[config.mk]
export PLATFORM = sky130hd
export DESIGN_NAME = if_stage_fetch
export DESIGN_NICKNAME = d
export VERILOG_FILES = /design/src/rtl/if_stage_fetch.sv
export SDC_FILE = /design/constraint.sdc
export NUM_CORES = 1
export LEC_CHECK = 0
export CORE_ASPECT_RATIO = 2
export CORE_MARGIN = 8
export CORE_UTILIZATION = 54
export CTS_CLUSTER_SIZE = 28
export DETAILED_ROUTE_END_ITERATION = 10
export GPL_TIMING_DRIVEN = 0
export PLACE_DENSITY = 0.81
export SLEW_MARGIN = 20
export SYNTH_ARGS = -nofsm -noshare
export SYNTH_HDL_FRONTEND = slang
export SYNTH_SLANG_ARGS = --single-unit
[constraint.sdc]
create_clock -name clk -period 4.16 [get_ports clk]
set_clock_uncertainty 0.1 [all_clocks]
set_input_delay 0.624 -clock clk [delete_from_list [all_inputs] [get_ports clk]]
set_output_delay 0.624 -clock clk [all_outputs]
set_load 0.02 [all_outputs]
[src/rtl/if_stage_fetch.sv]
// Instruction-fetch stage and IF/ID pipeline register for the 5-stage MIPS pipeline.
// Define IF_STALL_CNT_EN to add the saturating stall_cnt output.

module if_stage_fetch #(
    parameter logic [31:0] PC_RESET = 32'h0000_0000,
    parameter logic [31:0] NOP_INST = 32'h0000_0000
) (
    input  logic        clk,
    input  logic        rst_n,
    input  logic        if_rst,
    input  logic        if_en,
    input  logic        id_rst,
    input  logic        id_en,
    input  logic [2:0]  pc_src,
    input  logic [31:0] fwd_rs_data,
    output logic        imem_req,
    output logic [31:0] imem_addr,
    input  logic        imem_ack,
    input  logic [31:0] imem_data,
    output logic        if_valid,
    output logic [31:0] inst_id,
    output logic [31:0] pc_id,
    output logic        id_valid,
    output logic        fetch_stall
`ifdef IF_STALL_CNT_EN
    ,
    output logic [31:0] stall_cnt
`endif
);

    typedef enum logic [1:0] {
        S_REQ  = 2'd0,
        S_HOLD = 2'd1,
        S_DROP = 2'd2
    } state_t;

    localparam logic [31:0] PC_START   = {PC_RESET[31:2], 2'b00};
    localparam logic [2:0]  SRC_JUMP   = 3'd1;
    localparam logic [2:0]  SRC_FWD    = 3'd2;
    localparam logic [2:0]  SRC_BRANCH = 3'd3;

    state_t      state;
    state_t      state_nxt;
    state_t      abort_state;
    logic [31:0] pc_if;
    logic [31:0] pc_if_nxt;
    logic [31:0] buf_inst;
    logic [31:0] buf_inst_nxt;
    logic [31:0] drop_addr;
    logic [31:0] drop_addr_nxt;
    logic [31:0] inst_id_nxt;
    logic [31:0] pc_id_nxt;
    logic        id_valid_nxt;

    logic        have_inst;
    logic [31:0] cur_inst;
    logic        redirect;
    logic        take_redirect;
    logic        take_handoff;
    logic [31:0] target;
    logic [31:0] branch_off;

    assign have_inst   = ((state == S_REQ) && imem_ack) || (state == S_HOLD);
    assign cur_inst    = (state == S_HOLD) ? buf_inst : imem_data;
    assign if_valid    = have_inst;
    assign fetch_stall = !have_inst;

    // A stale request keeps its original address on the bus until it is acked.
    assign imem_req  = (state != S_HOLD);
    assign imem_addr = (state == S_DROP) ? drop_addr : pc_if;

    assign redirect = id_valid && id_en &&
                      ((pc_src == SRC_JUMP) || (pc_src == SRC_FWD) || (pc_src == SRC_BRANCH));

    // Stage resets outrank redirects, which in turn outrank the normal handoff.
    assign take_redirect = redirect && !if_rst && !id_rst;
    assign take_handoff  = if_en && id_en && have_inst && !redirect && !if_rst && !id_rst;

    assign branch_off = {{14{inst_id[15]}}, inst_id[15:0], 2'b00};

    always_comb begin
        target = pc_id + 32'd4;
        case (pc_src)
            SRC_JUMP:   target = {pc_id[31:28], inst_id[25:0], 2'b00};
            SRC_FWD:    target = fwd_rs_data;
            SRC_BRANCH: target = pc_id + 32'd4 + branch_off;
            default:    target = pc_id + 32'd4;
        endcase
    end

    // Leaving a request that has not been acked must swallow its late ack.
    assign abort_state = ((state != S_HOLD) && !imem_ack) ? S_DROP : S_REQ;

    always_comb begin
        state_nxt     = state;
        pc_if_nxt     = pc_if;
        buf_inst_nxt  = buf_inst;
        drop_addr_nxt = drop_addr;

        if (if_rst || take_redirect) begin
            pc_if_nxt    = if_rst ? PC_START : (target & ~32'h3);
            buf_inst_nxt = '0;
            state_nxt    = abort_state;
            if (abort_state == S_DROP) begin
                drop_addr_nxt = imem_addr;
            end
        end else if (take_handoff) begin
            pc_if_nxt    = pc_if + 32'd4;
            buf_inst_nxt = '0;
            state_nxt    = S_REQ;
        end else begin
            case (state)
                S_REQ: begin
                    if (imem_ack) begin
                        buf_inst_nxt = imem_data;
                        state_nxt    = S_HOLD;
                    end
                end
                S_DROP: begin
                    if (imem_ack) begin
                        state_nxt = S_REQ;
                    end
                end
                default: begin
                    state_nxt = state;
                end
            endcase
        end
    end

    always_comb begin
        inst_id_nxt  = inst_id;
        pc_id_nxt    = pc_id;
        id_valid_nxt = id_valid;

        if (id_rst || take_redirect) begin
            inst_id_nxt  = NOP_INST;
            pc_id_nxt    = '0;
            id_valid_nxt = 1'b0;
        end else if (id_en) begin
            if (take_handoff) begin
                inst_id_nxt  = cur_inst;
                pc_id_nxt    = pc_if;
                id_valid_nxt = 1'b1;
            end else begin
                inst_id_nxt  = NOP_INST;
                pc_id_nxt    = '0;
                id_valid_nxt = 1'b0;
            end
        end
    end

    always_ff @(posedge clk or negedge rst_n) begin
        if (!rst_n) begin
            state     <= S_REQ;
            pc_if     <= PC_START;
            buf_inst  <= '0;
            drop_addr <= '0;
            inst_id   <= NOP_INST;
            pc_id     <= '0;
            id_valid  <= 1'b0;
        end else begin
            state     <= state_nxt;
            pc_if     <= pc_if_nxt;
            buf_inst  <= buf_inst_nxt;
            drop_addr <= drop_addr_nxt;
            inst_id   <= inst_id_nxt;
            pc_id     <= pc_id_nxt;
            id_valid  <= id_valid_nxt;
        end
    end

`ifdef IF_STALL_CNT_EN
    always_ff @(posedge clk or negedge rst_n) begin
        if (!rst_n) begin
            stall_cnt <= '0;
        end else if (if_rst) begin
            stall_cnt <= '0;
        end else if (fetch_stall && id_en && (stall_cnt != 32'hFFFF_FFFF)) begin
            stall_cnt <= stall_cnt + 32'd1;
        end
    end
`endif

endmodule

Word level (Yosys, flattened, before mapping)
Cells that the tools add are included.

word-level totals
  flip-flop bits (word level) = 163
  word-level logic and storage cells = 74

cells by class
  $add $sub $neg = 3
  equality and inequality tests = 9
  muxes and demuxes = 25
  reduce and logical (&&, ||, !) cells = 30

operator list
  cell                                                             number
  32-bit two-way mux                                               15
  32-bit one-hot mux with 3 select lines                           1
  32-bit by 3-bit adder with 32-bit output, second input constant  2
  32-bit adder                                                     1
  1-bit logical AND                                                11
  2-bit two-way mux                                                5
  4-bit by 3-bit != test with 1-bit output, second input constant  2
  3-bit by 2-bit == test with 1-bit output, second input constant  2
  3-bit nonzero test                                               2
  1-bit logical NOT                                                5
  1-bit logical OR                                                 5
  2-bit == test, second input constant                             2
  2-bit one-hot mux with 2 select lines                            1
  2-bit AND reduction                                              2
  2-bit nonzero test                                               2
  4-bit nonzero test                                               1
  3-bit by 1-bit == test with 1-bit output, second input constant  1
  1-bit two-way mux                                                3
  3-bit AND reduction                                              1
  2-bit by 1-bit == test with 1-bit output, second input constant  1
  2-bit logical NOT                                                1
  2-bit by 1-bit != test with 1-bit output, second input constant  1

Logic depth before layout (Yosys ltp)
Gate-level depths: netlist (run 1).

  word-level depth = 11
  gate-level depth with buffers = 19
  mapped depth without buffers = 17

Worst setup path before layout (run 1)
OpenSTA, ideal clock, no wires.

  path kind = register -> register
  from = reg pc_id[4]
  to = reg pc_if[30]
  library setup time = 69 ps
  arrival time = 3,476 ps
  data required time = 3,991 ps
  path slack = 515 ps
  stages on the path, launching flop included = 18
  path buffers = 1
  path through = dfrtp_1 and3_1 and2_1 nand3_1 nor2_1 and3_1 buf_2 xor2_1 ha_1 a21oi_1 o21bai_1 a21oi_1 and2_0 a32oi_1 nand4_1 a41oi_1 or4b_1 nand3_1

on the way
  longest elaborated chain between the ends = 5

ends and longest elaborated chain
  item                                        line    RTL
  from (decl)                                 22      output logic [31:0] pc_id,
  from (signal assigned)                      168     pc_id <= pc_id_nxt;
  32-bit by 3-bit adder with 32-bit output *  86, 87
  32-bit adder                                86      SRC_BRANCH: target = pc_id + 32'd4 + branch_off;
  32-bit one-hot mux with 3 select lines *    83      case (pc_src)
  32-bit two-way mux *                        101     pc_if_nxt = if_rst ? PC_START : (target & ~32'h3);
  32-bit two-way mux *                        100     if (if_rst || take_redirect) begin
  to (signal assigned)                        164     pc_if <= pc_if_nxt;
  to (decl)                                   45      logic [31:0] pc_if;

Every way passes the cells marked *; elsewhere a longest branch is shown, timed or not.
A chain may end at the register's enable or synchronous reset.

Worst setup path after layout (run 1)
  from = reg pc_id[6]
  to = reg pc_if[24]

The elaborated chain is that of the path after synthesis.

==> results.md, run 1 <==
* Chip width at 113 µm
* Syn avg cell area at 9.24 µm²
* Final worst path period share at between 90 and 100%
* DP HPWL at 28300 µm
* Worst-Margin Slew at roughly 990 ps
* Initial DRC count at 838
* Setup Viol. Count Final at 0
* Sequence of cells on the critical path: and3_1, and2_4, nand3_1, nor2_4, and3_1, clkbuf_4, nand3_1, xnor2_2, ha_4, a21o_1, a21o_1, a21oi_2, nand3_1, o21ai_2, xor2_2, o21ai_0, o311a_1
* Total track usage at 32.0%
* Hold Crit Class: in2async
* I/O pin count at about 170
* Mapped Cells at around 1.1k
* Clock Sinks at between 150 and 200
* Worst EP required at 4380 ps
* Main synth FF type: dfrtp_1
* Crit-path max FO at 7
* Layout cells sized above 1 at roughly 11%
* Post-Syn Area at 10200 µm²
* Die height at 211 µm
* Initial core utilization at 54.6%
* Clock slew at reported path FFs at roughly 70 ps
* Area Overhead vs Synth at 27.5%
* Final Routed Wirelength at 37700 µm
* Worst flop-to-flop path startpoint: pc_id[6]$_DFFE_PN0P_
* Post-route ant nets at 0
* GRT overflow at 0
* Drt wl/cell at 24.0 µm
* RSZ-0062 raised after global routing: yes
* Min Tclk post-route at roughly 4100 ps
* First-pass GRT wire length at ~58000 µm
* CP peak stage delay at 430 ps
* Fin. Hold Viols at 0
* First drt pass iteration count at 7
* Initial antenna violation count at 0
* Cell mode on critical path: nand3_1
* Most frequent cells in the layout: nand2_1, clkdlybuf4s50_1, dfrtp_1
* Flop-to-flop setup slack at 100 ps
* Final GP Congestion at 1.02
* Fmax at 246 MHz
* CTS tree: yes
* Via count at 9758
* IO Port Bufs at roughly 170
* Netlist cell types at 78
* Number of synthesized flops with an enable pin at 0
* Peak VDD IR at 0.323 mV
* Final Slew Violations at 0
* Critical path launch point type: register
* Max Cap Viol at 0
* Slew margin rel. at 33.9%
* Clock Root Buffer: clkbuf_16
* H-tree levels at 4
* Hold-fix buffers at CTS at 0
* Slowest-stage cell, CP: dfrtp_1
* Std-Cell Rows at 71
* DR vias/cell at between 6 and 7
* Die area at 23900 µm²
* Worst hold slack at 19.9 ps
* #FFs+latches synth at 160
* Sequential-to-total area share from yosys stat at 39.1%
* YS warnings at 0
* Worst setup path start: pc_id[6]$_DFFE_PN0P_
* Crit path kind: reg2reg
* Total Neg Setup Slack at 0 ps
* Cells after DPL at 1536
* Drt drc at 0
* Worst endpoint data arrival time at 4280 ps
* Antenna fix cells at 0
* CTS max path bufs at 2
* Worst setup EP type: register
* Most common cell after layout, fill and taps aside: nand2_1
* Syn nets at about 1.2k
* Clock Latency Late Sink at 440 ps
* Vias in the first global route at 9984
* Static Leak at 5.83 nW
* Power Dens Cells at 287 nW/µm²
* Final cell count without fillers at 1570
* Asr flop ratio synth at 100%
* Nets@finish at 1413
* Status: finished clean
* CTS buffer count at 17
* Pin count of the biggest net entering global routing at 99
* Core area at 18700 µm²
==> per-stage QoR <==
| stage | power, mW | setup slack [ps] | utilization, % | cell area, µm² |
|---|---|---|---|---|
| 2_1_floorplan | 1.88 | 515 | - | 10200 |
| 3_3_place_gp | 2.10 | -4120 | 65.5 | 12300 |
| 3_5_place_dp | 2.11 | -281 | 65.6 | 12300 |
| 4_1_cts | 3.75 | 26.5 | 69.2 | 13000 |
| 5_1_grt | 3.84 | -61.1 | 69.7 | 13100 |
| 6_report | 3.75 | 99.3 | 69.7 | 13100 |
==> registers in the layout (all words and copies together) (netlist names) <==
| signal | count |
|---|---|
| buf_inst | 32 |
| drop_addr | 32 |
| inst_id | 32 |
| pc_id | 31 |
| pc_if | 30 |
| state | 2 |
| id_valid | 1 |
==> logic make-up after synthesis <==
| logic type | after synthesis | synth area share [%] |
|---|---|---|
| adder cells (fa/ha/maj) | 37 | 4.59 |
| flip-flops | 160 | 39.1 |
| buffers and inverters | 97 | 3.95 |
| multiplexers | 100 | 11.5 |
| AO/OA/AOI/OAI | 300 | 19.0 |
| XOR/XNOR | 68 | 5.81 |
| AND/OR/NAND/NOR | 347 | 16.1 |
==> worst paths after layout <==
check                                            to  cells past startpoint
setup / recovery              pc_if[24]$_DFFE_PN0P_                     17
hold / removal             drop_addr[4]$_DFFE_PN0P_                      1
setup reg to reg              pc_if[24]$_DFFE_PN0P_                     17
hold reg to reg             inst_id[26]$_DFFE_PN0P_                      2
max in group asynchronous  buf_inst[23]$_DFFE_PN0P_                      2
min in group clk            inst_id[26]$_DFFE_PN0P_                      2
==> what timing repair did <==
| item | 4_1_cts | 5_1_grt |
|---|---|---|
| resized for setup | 6 | 18 |
| buffers inserted | 1 | 1 |
| endpoints found under the setup margin | 4 | 14 |
| pin swaps | 1 | 3 |
==> worst max-delay path, delay by kind of cell (launching register included) <==
| family | cells | cell delay, ps |
|---|---|---|
| buffers and inverters | 1 | 190 |
| AOI/OAI and AO/OA | 6 | 1190 |
| adders and majority gates | 1 | 280 |
| DFF | 1 | 430 |
| and+or+nand+nor | 7 | 1120 |
| xor gates and xnor gates | 2 | 640 |
==> synthesized netlist by cell type (4+ instances only) <==
library cell	number	area, µm²
nand2_1	176	661
dfrtp_1	160	4000
o21ai_0	83	415
a21oi_1	77	385
clkbuf_1	50	188
nor2_1	44	165
xnor2_1	44	385
mux2i_1	42	420
ha_1	36	450
nand3_1	33	165
mux2_2	30	338
a22o_1	28	245
mux2_4	28	420
inv_1	27	101
xor2_1	24	210
nand4_1	17	106
o22ai_1	17	106
and3_1	14	87.6
a21o_1	13	97.6
buf_2	11	55.1
a31oi_1	10	62.6
nor3_1	10	50.1
o21a_1	10	75.1
nand2b_1	9	56.3
and2_1	8	50.1
nor2b_1	8	50.1
o21ai_1	6	30.0
or3_1	5	31.3
a21boi_0	4	30.0
a2bb2oi_1	4	35.0
a41oi_1	4	35.0
and4_1	4	35.0
buf_1	4	15.0
o31ai_1	4	30.0
==> layout make-up <==
cell class | instances | area (µm²)
sequential | 160 | 4010
inverter | 28 | 105
fill | 1456 | 5690
timing repair buffer | 174 | 1760
clock inverter | 15 | 194
buffer | 69 | 302
clock buffer | 17 | 425
multi-input combinational | 852 | 5940
tap | 255 | 319
==> power breakdown <==
part | switching (mW) | internal (mW)
clock | 0.744 | 0.915
sequential | 0.0240 | 1.59
combinational | 0.295 | 0.190
total | 1.06 | 2.69
==> metal layers <==
layer | part of all wire, % | wire length, µm | up-vias | GRT usage (%)
met1 | 34 | 12900 | 4703 | 33.4
met5 | 0 | 0 | - | 0
met3 | 7.9 | 3000 | 158 | 7.67
li1 | - | - | 4363 | -
met2 | 50 | 19000 | 534 | 55.1
met4 | 7.8 | 2930 | 0 | 23.3
(Power assumes the default switching activity.)
==> run 2: changes to the inputs <==
--- a/config.mk
+++ b/config.mk
@@ -7,11 +7,11 @@
 export LEC_CHECK = 0
 export CORE_ASPECT_RATIO = 2
 export CORE_MARGIN = 8
-export CORE_UTILIZATION = 54
+export CORE_UTILIZATION = 59
 export CTS_CLUSTER_SIZE = 28
 export DETAILED_ROUTE_END_ITERATION = 10
-export GPL_TIMING_DRIVEN = 0
-export PLACE_DENSITY = 0.81
+export GPL_TIMING_DRIVEN = 1
+export PLACE_DENSITY = 0.87
 export SLEW_MARGIN = 20
 export SYNTH_ARGS = -nofsm -noshare
 export SYNTH_HDL_FRONTEND = slang
==> constraint.sdc (replaced) <==
create_clock -name clk -period 4.8 [get_ports clk]
set_clock_uncertainty 0.1 [all_clocks]
set_input_delay 0.72 -clock clk [delete_from_list [all_inputs] [get_ports clk]]
set_output_delay 0.72 -clock clk [all_outputs]
set_load 0.02 [all_outputs]
==> run 2 against run 1 <==
Net effect:
- clock power down 23%
- global-route usage down 2.1 points
- fmax down 4.9%
==> results.md, run 2 (synthesis gave the netlist of run 1 again) <==
* Worst r2r path cells at 16 (-1)
* Status: finished clean
* Critical path launch point type: register
* # fillers at 1170 (-20%)
* Fin. Hold Viols at 0 (unchanged)
* Vias in the first global route at 9688 (-3.0%)
* RSZ-0062 raised after global routing: no
* Worst EP required at 5070 ps (+690 ps)
* Min Tclk post-route at 4270 ps (+210 ps)
* Hold Crit Class: in2async
* Chip width at 109 µm (-3.7%)
* Peak VDD IR at 0.213 mV (-34%)
* Die area at 22100 µm² (-7.6%)
* Worst endpoint data arrival time at 4540 ps (+260 ps)
* Initial DRC count at 620 (-26%)
* Clock Root Buffer: clkbuf_16
* First drt pass iteration count at 8 (+1)
* Static Leak at 5.69 nW (-2.3%)
* Max Cap Viol at 0 (unchanged)
* GR peak layer: met2
* Layout cells sized above 1 at 11.0% (-0.49 points)
* CTS tree: yes
* I/O pin count at 174 (unchanged)
* Drt wl/cell at 21.9 µm (-8.8%)
* Most common cell after layout, fill and taps aside: nand2_1
* GR Util met2 at 49.0% (-6.1 points)
* Area Overhead vs Synth at 23.6%
* Worst flop-to-flop path startpoint: pc_id[4]$_DFFE_PN0P_
* Most frequent cells in the layout: nand2_1, clkdlybuf4s50_1, dfrtp_1
* H-tree levels at 4 (unchanged)
* CTS max path bufs at 2 (unchanged)
* Crit path kind: reg2reg
* Final worst path period share at 89.0% (-8.6 points)
* Crit-path max FO at 7 (unchanged)
* Pin count of the biggest net entering global routing at 103 (+4.0%)
* Met1 Use GR at 36.3% (+2.9 points)
* M3 GR Usage at 7.59% (-0.083 points)
* Hold-fix buffers at CTS at 0 (unchanged)
* Die height at 202 µm (-4.0%)
* Clock Latency Late Sink at 440 ps (about the same)
* Core area at 17100 µm² (-8.8%)
* DR vias/cell at 6.31 (+1.5%)
* CTS buffer count at 17 (unchanged)
* Drt drc at 0 (unchanged)
* Nets@finish at 1363 (-3.5%)
* Antenna fix cells at 0 (unchanged)
* Post-CTS resize count at 0 (-6)
* Fmax at 234 MHz (-4.9%)
* Post-route ant nets at 0 (unchanged)
* RR Endpoint: pc_if[30]$_DFFE_PN0P_
* Flop-to-flop setup slack at 530 ps (+430 ps)
* Via count at 9308 (-4.6%)
* Power Dens Cells at 242 nW/µm² (-16%)
* Total Neg Setup Slack at 0 ps (unchanged)
* Clock slew at reported path FFs at 70 ps (about the same)
* Worst hold slack at 293 ps (+273 ps)
* Clock Sinks at 160 (unchanged)
* Post-CTS Setup Repair Bufs at 0 (-1)
* Total track usage at 30.0% (-2.1 points)
* Final Slew Violations at 0 (unchanged)
* Std-Cell Rows at 68 (-4.2%)
* Final GP Congestion at 0.917 (-10%)
* Worst-Margin Slew at 1060 ps (+67.8 ps)
* Biggest regs: buf_inst x32, drop_addr x32, inst_id x32
* Initial antenna violation count at 0 (unchanged)
* GRT overflow at 0 (unchanged)
* Initial core utilization at 59.9% (+5.2 points)
* Setup Viol. Count Final at 0 (unchanged)
* Slew margin rel. at 29.7% (-4.3 points)
* Worst setup EP type: register
* DP HPWL at 23300 µm (-18%)
* First-pass GRT wire length at 52100 µm (-9.5%)
* IO Port Bufs at 171 (unchanged)
* Final Routed Wirelength at 32300 µm (-14%)
[run 2: cell types whose count changed in the layout (fill, tap and decap cells not counted), sizes merged]
cell and change:
clkbuf -50, clkinv +3, bufinv -2, inv -2, buf +1
[run 2: per-layer routing]
metal	wire length [µm]	vias to the layer above	share of wire, %
met3	2750	79	8.5
met5	0	-	0
met2	16000	457	49
met1	12500	4511	39
met4	1040	0	3.2
li1	-	4261	-
[run 2: final cells by class]
type	instances	area, µm²	share of cell area [%]
clock buffers	18	429	3.39
clock inverters	14	109	0.860
inverters	28	105	0.831
multi-input cells	852	5850	46.3
flip-flops and latches	160	4000	31.6
well taps	210	263	2.08
repair buffers	193	1890	14.9
[run 2: report_power, final]
part           switching [mW]  internal, mW  leakage (nW)  total, mW
logic                   0.229         0.162          3.21      0.391
clock network           0.612         0.669         0.255       1.28
registers              0.0207          1.37          2.22       1.40
[run 2: worst max path at each step]
| stage | startpoint | endpoint | slack [ps] | cells past startpoint |
|---|---|---|---|---|
| 2_1_floorplan | pc_id[4]$_DFFE_PN0P_ | pc_if[30]$_DFFE_PN0P_ | 1150 | 17 |
| 3_3_place_gp | pc_id[4]$_DFFE_PN0P_ | pc_if[30]$_DFFE_PN0P_ | 630 | 16 |
| 3_5_place_dp | pc_id[4]$_DFFE_PN0P_ | pc_if[30]$_DFFE_PN0P_ | 590 | 16 |
| 4_1_cts | pc_id[4]$_DFFE_PN0P_ | pc_if[30]$_DFFE_PN0P_ | 550 | 16 |
| 5_1_grt | pc_id[4]$_DFFE_PN0P_ | pc_if[30]$_DFFE_PN0P_ | 220 | 16 |
| 6_report | pc_id[4]$_DFFE_PN0P_ | pc_if[30]$_DFFE_PN0P_ | 530 | 16 |
[run 2: worst max-delay path: stages (launching register included)]
cell	delay [ps]
dfrtp_1	460
and3_1	230
and2_1	210
nand3_1	90
nor2_1	310
and3_1	440
xor2_1	250
ha_1	300
a21oi_1	240
o21bai_1	90
a21oi_1	190
and2_0	150
a32oi_1	160
nand4_1	210
a41oi_1	170
or4b_1	520
nand3_1	90
[run 2: stage by stage]
| step | area, µm² | std cells | total power [mW] | utilization (%) | setup slack, ps |
|---|---|---|---|---|---|
| after floorplan | 10200 | 1109 | 1.63 | - | 1150 |
| after global placement | 12100 | 1443 | 1.80 | 70.8 | 632 |
| after detailed placement | 12100 | 1443 | 1.81 | 70.9 | 595 |
| after CTS | 12700 | 1475 | 3.07 | 74.0 | 554 |
| after global routing | 12700 | 1475 | 3.17 | 74.0 | 217 |
| final | 12700 | 1475 | 3.07 | 74.0 | 529 |
==> run 3: changes to the inputs <==
--- a/config.mk
+++ b/config.mk
@@ -5,6 +5,7 @@
 export SDC_FILE = /design/constraint.sdc
 export NUM_CORES = 1
 export LEC_CHECK = 0
+export CAP_MARGIN = 25
 export CORE_ASPECT_RATIO = 2
 export CORE_MARGIN = 8
 export CORE_UTILIZATION = 59
==> run 3 against run 2 <==
Net effect:
- flip-flop and latch count is the same
- sequential share of layout area shrank 0.069 points
- global-route usage unchanged
- combinational power up 1%
- register-to-register slack got worse by 40 ps
- first-iteration DRC count fell by 11%
- sequential power about the same
- critical path type unchanged
==> results.md, run 3 (synthesis gave the netlist of run 1 again) <==
* Status: finished clean
* CP peak stage delay at 520 ps (about the same)
* Post-CTS resize count at 0 (unchanged)
* Flop-to-flop setup slack at 490 ps (-40 ps)
* Clock Root Buffer: clkbuf_16
* Post-route ant nets at 0 (unchanged)
* GRT overflow at 0 (unchanged)
* Critical path launch point type: register
* CTS buffer count at 17 (unchanged)
* Vias in the first global route at 9688 (unchanged)
* Antenna fix cells at 0 (unchanged)
* H-tree levels at 4 (unchanged)
* I/O pin count at 174 (unchanged)
* Hold-fix buffers at CTS at 0 (unchanged)
* Hold Crit Class: in2async
* CTS max path bufs at 2 (unchanged)
* Post-CTS Setup Repair Bufs at 0 (unchanged)
* Std-Cell Rows at 68 (unchanged)
* RSZ-0062 raised after global routing: no
* Slew margin rel. at 29.1% (-0.52 points)
* Via count at 9323 (+0.16%)
* Final Routed Wirelength at 32400 µm (+0.36%)
* Pwr Total at 3.07 mW (+0.14%)
* Worst hold slack at 53.9 ps (-239 ps)
* Min Tclk post-route at 4310 ps (+36.5 ps)
* Worst r2r path cells at 16 (unchanged)
* Worst setup EP type: register
* Final Slew Violations at 0 (unchanged)
* Static Leak at 5.70 nW (+0.22%)
* First drt pass iteration count at 7 (-1)
* Worst-Margin Slew at 1060 ps (+7.82 ps)
* Buffer and inverter count on the worst path at 0 (unchanged)
* # fillers at 1169 (-0.085%)
* Crit-path max FO at 7 (unchanged)
* Peak VDD IR at 0.214 mV (+0.33%)
* Most frequent cells in the layout: nand2_1, clkdlybuf4s50_1, dfrtp_1
* Fmax at 232 MHz (-0.85%)
* RR Endpoint: pc_if[30]$_DFFE_PN0P_
* Max Cap Viol at 0 (unchanged)
* CP top delay family: simple AND/OR/NAND/NOR gates
* IO Port Bufs at 171 (unchanged)
* Chip width at 109 µm (unchanged)
* Area Overhead vs Synth at 23.8%
* Pin count of the biggest net entering global routing at 103 (unchanged)
* CTS tree: yes
* Dpl ws at 595 ps (unchanged)
* Clock Latency Late Sink at 440 ps (about the same)
* Fin. Hold Viols at 0 (unchanged)
* Die area at 22100 µm² (unchanged)
* Clock slew at reported path FFs at 70 ps (about the same)
* DP HPWL at 23300 µm (unchanged)
* Crit path kind: reg2reg
* Drt drc at 0 (unchanged)
* Drt wl/cell at 22.0 µm (+0.29%)
* Biggest regs: buf_inst x32, drop_addr x32, inst_id x32
* Initial DRC count at 552 (-11%)
* Worst flop-to-flop path startpoint: pc_id[4]$_DFFE_PN0P_
* Initial antenna violation count at 0 (unchanged)
* Worst EP required at 5070 ps (about the same)
* Sequence of cells on the critical path: and3_1, and2_1, nand3_1, nor2_1, and3_1, xor2_1, ha_1, a21oi_1, o21bai_1, a21oi_1, and2_0, a32oi_1, nand4_1, a41oi_1, or4b_1, nand3_1
* Layout cells sized above 1 at 11.1% (+0.070 points)
* DR vias/cell at 6.32 (about the same)
* Worst endpoint data arrival time at 4580 ps (+40 ps)
* Slowest-stage cell, CP: or4b_1
* First-pass GRT wire length at 52100 µm (unchanged)
* Most common cell after layout, fill and taps aside: nand2_1
* Final GP Congestion at 0.917 (unchanged)
* Final WS setup at 493 ps (-36.5 ps)
* Power Dens Cells at 242 nW/µm² (about the same)
* Initial core utilization at 59.9% (unchanged)
* Nets@finish at 1364 (+0.073%)
* Setup Viol. Count Final at 0 (unchanged)
* Total Neg Setup Slack at 0 ps (unchanged)
* Final worst path period share at 89.7% (+0.76 points)
* Core area at 17100 µm² (unchanged)
* Die height at 202 µm (unchanged)
* Clock Sinks at 160 (unchanged)
* Total track usage at 30.0% (unchanged)
==> run 3: cell type report <==
cell class	instances	area, µm²	share of cell area, %
Clock buffer	18	429	3.38
Multi-Input combinational cell	852	5850	46.2
Timing Repair Buffer	194	1920	15.1
Clock inverter	14	109	0.858
Inverter	28	105	0.829
Tap cell	210	263	2.07
Sequential cell	160	4000	31.6
==> run 3: power by group <==
part | switching [mW] | leakage [nW] | internal, mW
clock | 0.613 | 0.255 | 0.669
sequential | 0.0208 | 2.22 | 1.37
combinational | 0.231 | 3.23 | 0.164
total | 0.864 | 5.70 | 2.21
==> run 3: through the flow <==
stage	std cells	area (µm²)	util [%]
after floorplan	1109	10200	-
after global placement	1443	12100	70.8
after detailed placement	1443	12100	70.9
after CTS	1475	12700	74.0
after global routing	1476	12700	74.2
final	1476	12700	74.2
==> run 3: how the worst max path moves through the flow <==
stage | slack (ps) | from | depth (start not counted) | to
3_5_place_dp | 590 | pc_id[4]$_DFFE_PN0P_ | 16 | pc_if[30]$_DFFE_PN0P_
4_1_cts | 550 | pc_id[4]$_DFFE_PN0P_ | 16 | pc_if[30]$_DFFE_PN0P_
3_3_place_gp | 630 | pc_id[4]$_DFFE_PN0P_ | 16 | pc_if[30]$_DFFE_PN0P_
2_1_floorplan | 1150 | pc_id[4]$_DFFE_PN0P_ | 17 | pc_if[30]$_DFFE_PN0P_
5_1_grt | 220 | pc_id[4]$_DFFE_PN0P_ | 16 | pc_if[30]$_DFFE_PN0P_
6_report | 490 | pc_id[4]$_DFFE_PN0P_ | 16 | pc_if[30]$_DFFE_PN0P_
==> run 3: worst reg2reg max path: stages, from the launching register on <==
cell and delay (ps):
dfrtp_1 460, and3_1 220, and2_1 210, nand3_1 90, nor2_1 310, and3_1 440, xor2_1 250, ha_1 300
a21oi_1 250, o21bai_1 90, a21oi_1 200, and2_0 150, a32oi_1 160, nand4_1 220, a41oi_1 180, or4b_1 520
nand3_1 90
==> run 3: routing by layer <==
metal	GRT usage, %	up-vias	share of wire (%)
li1	-	4256	-
met1	36.3	4531	39
met2	49.0	460	49
met3	7.59	76	8.2
met4	12.2	0	3.0
met5	0	-	0
